[config.mk]
export PLATFORM = sky130hd
export DESIGN_NAME = fifo_drain_ctrl
export DESIGN_NICKNAME = d
export VERILOG_FILES = /design/src/rtl/fifo_drain_ctrl.sv
export SDC_FILE = /design/constraint.sdc
export NUM_CORES = 1
export LEC_CHECK = 0
export CAP_MARGIN = 20
export CORE_ASPECT_RATIO = 1.4
export CORE_MARGIN = 2
export CORE_UTILIZATION = 40
export CTS_CLUSTER_DIAMETER = 120
export DETAILED_ROUTE_END_ITERATION = 10
export GPL_TIMING_DRIVEN = 0
export PLACE_DENSITY = 0.76
export SLEW_MARGIN = 25
export SYNTH_ARGS = -nofsm -noshare
export SYNTH_HDL_FRONTEND = slang
export SYNTH_SLANG_ARGS = --single-unit
[constraint.sdc]
create_clock -name clk -period 3.55 [get_ports clk]
set_clock_uncertainty 0.2 [all_clocks]
set_input_delay 0.71 -clock clk [delete_from_list [all_inputs] [get_ports clk]]
set_output_delay 0.71 -clock clk [all_outputs]
set_load 0.02 [all_outputs]
[src/rtl/fifo_drain_ctrl.sv]
// Read-side drain controller: issues FIFO reads, absorbs 1-cycle read latency, 2-entry skid buffer.
// Optional delivered-word counter enabled by defining FIFO_DRAIN_CNT_EN.
module fifo_drain_ctrl #(
    parameter int unsigned DATA_WIDTH = 8
) (
    input  logic                  clk,
    input  logic                  rst,
    input  logic                  en,
    input  logic                  fifo_empty,
    input  logic [DATA_WIDTH-1:0] fifo_dout,
    output logic                  fifo_rd_en,
    output logic                  m_valid,
    output logic [DATA_WIDTH-1:0] m_data,
    input  logic                  m_ready,
    output logic [15:0]           word_cnt
);

    typedef enum logic [1:0] {
        EMPTY = 2'd0,
        ONE   = 2'd1,
        TWO   = 2'd2
    } state_t;

    state_t                state_q, state_d;
    logic [DATA_WIDTH-1:0] buf0_q, buf0_d;
    logic [DATA_WIDTH-1:0] buf1_q, buf1_d;
    logic                  inflight_q;
    logic [1:0]            buf_cnt;
    logic [2:0]            level;
    logic                  pop;

    assign m_valid = (state_q != EMPTY);
    assign m_data  = buf0_q;
    assign pop     = m_valid && m_ready;

    always_comb begin
        case (state_q)
            ONE:     buf_cnt = 2'd1;
            TWO:     buf_cnt = 2'd2;
            default: buf_cnt = 2'd0;
        endcase
    end

    // Projected occupancy after this edge; pop implies buf_cnt >= 1, so no underflow.
    assign level      = {1'b0, buf_cnt} + {2'b00, inflight_q} - {2'b00, pop};
    assign fifo_rd_en = !rst && en && !fifo_empty && (level < 3'd2);

    always_comb begin
        state_d = state_q;
        buf0_d  = buf0_q;
        buf1_d  = buf1_q;
        case (state_q)
            EMPTY: begin
                if (inflight_q) begin
                    buf0_d  = fifo_dout;
                    state_d = ONE;
                end
            end
            ONE: begin
                case ({inflight_q, pop})
                    2'b10: begin
                        buf1_d  = fifo_dout;
                        state_d = TWO;
                    end
                    2'b01: state_d = EMPTY;
                    2'b11: buf0_d = fifo_dout;
                    default: ;
                endcase
            end
            TWO: begin
                if (pop) begin
                    buf0_d  = buf1_q;
                    state_d = ONE;
                end
            end
            default: state_d = EMPTY;
        endcase
    end

    always_ff @(posedge clk) begin
        if (rst) begin
            state_q    <= EMPTY;
            buf0_q     <= '0;
            buf1_q     <= '0;
            inflight_q <= 1'b0;
        end else begin
            state_q    <= state_d;
            buf0_q     <= buf0_d;
            buf1_q     <= buf1_d;
            inflight_q <= fifo_rd_en;
        end
    end

`ifdef FIFO_DRAIN_CNT_EN
    logic [15:0] cnt_q;

    always_ff @(posedge clk) begin
        if (rst) begin
            cnt_q <= '0;
        end else if (pop) begin
            cnt_q <= cnt_q + 16'd1;
        end
    end

    assign word_cnt = cnt_q;
`else
    assign word_cnt = '0;
`endif

endmodule

Word-level counts from Yosys, hierarchy flattened
Cells that the tools add are included.
{ "word_totals": {"regBits": 19, "input_bits": 13, "output_inout_bits": 26, "wordCells": 37} }
{ "op_classes": {"n_addsub": 2, "n_lt_le_gt_ge": 1, "eq_ne": 9, "muxes": 9, "reduce_logical": 12} }
{ "op_table": {"columns": ["op", "n"], "rows": [
  ["$mux W8", 3],
  ["$pmux W8 S3", 1],
  ["$pmux W2 S2", 2],
  ["$eq A2 B2 Y1 const B", 3],
  ["$pmux W2 S3", 1],
  ["$eq A2 B1 Y1 const B", 2],
  ["$logic_and A1 B1 Y1", 4],
  ["$mux W2", 2],
  ["$ne A2 B2 Y1 const B", 2],
  ["$reduce_and A4 Y1", 1],
  ["$add A2 B1 Y3", 1],
  ["$lt A3 B2 Y1 const B", 1],
  ["$ne A3 B2 Y1 const B", 1],
  ["$reduce_and A3 Y1", 1],
  ["$reduce_bool A3 Y1", 1],
  ["$sub A3 B1 Y3", 1],
  ["$logic_not A1 Y1", 2],
  ["$logic_not A2 Y1", 1],
  ["$ne A2 B1 Y1 const B", 1],
  ["$reduce_and A2 Y1", 1],
  ["$reduce_bool A2 Y1", 1]
]} }

Depth between registers and ports, before layout
{ "depth": {"depth_word": 6, "ltp_mapped": 6, "depth_no_buf": 5} }

Least setup slack after synthesis
No wires, ideal clock.
{ "synth_timing": {"kind": "input port to output port", "from": "input port m_ready", "to": "output port fifo_rd_en", "arrival_ps": 2493, "required_ps": 2640, "setup_slack_ps": 147, "stages": 6, "path_buffers": 1, "path_cell_list": "and4bb_1 > clkbuf_1 > a21oi_1 > fa_1 > nand2_1 > nor4_1"} }
{ "synth_between": {"elab_chain_cells": 4} }
{ "synth_lines": {"columns": ["item", "line", "source"], "rows": [
  ["start: declaration", "14", "input logic m_ready,"],
  ["$logic_and A1 B1 Y1", "34", "assign pop = m_valid && m_ready;"],
  ["$sub A3 B1 Y3", "45", "assign level = {1'b0, buf_cnt} + {2'b00, inflight_q} - {2'b00, pop};"],
  ["$lt A3 B2 Y1", "46", "assign fifo_rd_en = !rst && en && !fifo_empty && (level < 3'd2);"],
  ["$logic_and A1 B1 Y1", "46", null],
  ["end: declaration", "11", "output logic fifo_rd_en,"]
]} }
No other way between the ends.

Worst setup path in the final report
Same ends and word-level chain as after synthesis.

==> impl_metrics.env <==
export IMPL_outcome="finished clean"
export IMPL_io_pins=39
export IMPL_final_layout_size_suffix_gt1_frac=0.239
export IMPL_avgViaCountPerCell=4.50
export IMPL_timing_final_crit_period_ps=3140
export IMPL_io_buffers=21
export IMPL_antenna_left=0
export IMPL_synth_most_common_cell="dfxtp_1"
export IMPL_setup_viol=0
export IMPL_synth_cell_type_count=28
export IMPL_gp_congestion=0.762
export IMPL_grt_pass1_wl_um=3600
export IMPL_cp_arrival_ps=2230
export IMPL_avgSynthCellArea_um2=9.28
export IMPL_final_util=0.546
export IMPL_rsz0062_at_grt="no"
export IMPL_coreArea_mm2=0.00259
export IMPL_critPathRequiredTime_ps=2640
export IMPL_vdd_ir_drop_max_uv=167
export IMPL_rows=22
export IMPL_worstHoldPathType="reg -> reg"
export IMPL_cts_tree="built"
export IMPL_clock_sinks=19
export IMPL_power_density_mw_per_mm2=303
export IMPL_first_pass_iters=4
export IMPL_fmax_mhz=319
export IMPL_ys_flop_type="dfxtp_1"
export IMPL_fp_dieW_um=47.7
export IMPL_dp_cells=187
export IMPL_wl_per_cell_um=11.5
export IMPL_dr_first_iter_drc_count=6
export IMPL_timing_slew_headroom=0.559
export IMPL_period_share=0.884
export IMPL_tightestPinTransition_ps=661
export IMPL_grt_start_max_net_pins=12
export IMPL_diodes=0
export IMPL_synth_top_area_cell="dfxtp_1"
export IMPL_numCtsBuffers=3
export IMPL_grt_ovfl_total=0
export IMPL_grt_total_usage=0.160
export IMPL_dp_slack_ps=-763
export IMPL_leakagePower_nw=0.623
export IMPL_yosysSeqAreaShare=0.356
export IMPL_synth_edff_count=0
export IMPL_clk_path_buf_depth=2
export IMPL_dieArea_mm2=0.00310
export IMPL_hold_violations=0
export IMPL_nets=170
export IMPL_crit_chain="dlymetal6s2s_1 -> and4bb_4 -> a21oi_1 -> fa_1 -> nand2_1 -> nor4_1 -> buf_2"
export IMPL_synthTopCellsByArea="dfxtp_1 36%, buf_4 11%, a211oi_2 9.4%, mux2i_1 7.5%, nand2_1 6.3%"
export IMPL_wl_um=2200
export IMPL_max_stage_delay_ps=480
export IMPL_worst_slack_ps=410
export IMPL_clock_latency_ps=290
export IMPL_crit_type="in -> out"
export IMPL_critPathCaptureType="output port"
export IMPL_dr_total_vias=859
export IMPL_setup_tns_ps=0
export IMPL_dpl_hpwl_um=1710
export IMPL_cap_viol_max_count=0
export IMPL_ys_warn_count=0
export IMPL_finalNonFillerCells=191
export IMPL_slowest_stage="fa_1"
export IMPL_area_growth_pct=32.4
export IMPL_clkTransAtPathRegs_ps=110
export IMPL_cp_max_fo=8
export IMPL_slew_violations=0
export IMPL_yosysTopAreaCellShare=0.356
export IMPL_htree_levels=1
export IMPL_synth_seq_cells=19
export IMPL_async_reset_ff_frac=0
export IMPL_drcViolationCount=0
export IMPL_start_util=0.412
export IMPL_start_kind="input port"
export IMPL_clock_root_buffer="clkbuf_4"
export IMPL_synthTopCellsByCount="19 x dfxtp_1, 18 x nand2_1, 16 x buf_4"
export IMPL_synth_area_mm2=0.00107
export IMPL_postLayoutCellArea_mm2=0.00141
export IMPL_syn_inst=115
export IMPL_grt_pass1_vias=816
export IMPL_fp_dieH_um=65.1
export IMPL_grt_antenna_before_repair=0
export IMPL_detailed_place_area_mm2=0.00138
-- where the power goes --
group	switching (mW)	leakage, nW	internal (mW)	total [mW]
clock network	0.0659	0.0177	0.0419	0.108
registers	0.00488	0.154	0.220	0.225
logic	0.0497	0.451	0.0465	0.0962
total	0.121	0.623	0.308	0.429
-- state kept, by name (all words and copies together), names as in the netlist --
name and flops:
m_data 8, buf1_q 8, inflight_q 1, state_q 2
-- layout by cell type (no fill, tap or decap), types with 2 or more instances in the layout --
master	count
a211oi_1	8
a211oi_2	8
a21oi_1	10
buf_2	2
buf_4	17
buf_6	2
clkbuf_1	4
clkbuf_4	3
clkdlybuf4s50_1	19
conb_1	16
dfxtp_1	19
mux2i_1	8
nand2_1	18
nand2b_1	2
nor4_1	2
-- routing by layer --
metal	track usage	vias up	wire length [µm]
met5	0	-	0
li1	-	452	-
met3	0.00824	2	45
met4	0.0709	0	29
met2	0.274	13	1230
met1	0.198	392	894
-- path summary, 6_finish.rpt --
path	end	slack, ps	cells after the start	from
worst min-delay path	buf1_q[7]$_SDFFE_PP0P_	260	2	buf1_q[7]$_SDFFE_PP0P_
worst max-delay path	fifo_rd_en	410	7	m_ready
worst min register to register	buf1_q[7]$_SDFFE_PP0P_	260	2	buf1_q[7]$_SDFFE_PP0P_
worst max register to register	inflight_q$_SDFF_PP0_	1590	6	state_q[0]$_SDFFE_PP0P_
-- per-stage QoR --
| stage | total power, mW | hold WS [ps] |
|---|---|---|
| 3_3_place_gp | 0.324 | 242 |
| 6_report | 0.429 | 262 |
| 5_1_grt | 0.451 | 288 |
| 3_5_place_dp | 0.326 | 250 |
| 4_1_cts | 0.434 | 266 |
| 2_1_floorplan | 0.293 | 236 |
-- cells by family after synthesis --
logic type / count (synthesis) / share of synthesized area
muxes: 8 / 0.0750
DFF: 19 / 0.356
and+or+nand+nor: 30 / 0.147
other: 1 / 0.00351
buffers and inverters: 25 / 0.159
xor gates and xnor gates: 1 / 0.00821
adders and majority gates: 1 / 0.0188
AOI/OAI and AO/OA: 30 / 0.232
-- critical path: cells and delay by family --
family	cells	cell delay, ps
simple gates	3	610
fa+ha+maj	1	480
buf+inv	2	380
compound gates	1	50
-- repair_timing --
action,CTS,global route
gates cloned,0,0
setup buffers,1,0
setup endpoints to repair,1,1
resized for setup,7,2
pin swaps,1,0
hold buffers,0,0
-- layout make-up --
cell class	count	area, µm²
plain buffers	23	163
fillers	265	1170
multi-input cells	86	578
clock inverters	1	5.00
repair buffers	22	215
clock buffers	3	22.5
well taps	36	45.0
flip-flops and latches	19	380
inverters	1	3.75
Note: power is estimated with default switching activity, not from simulation.
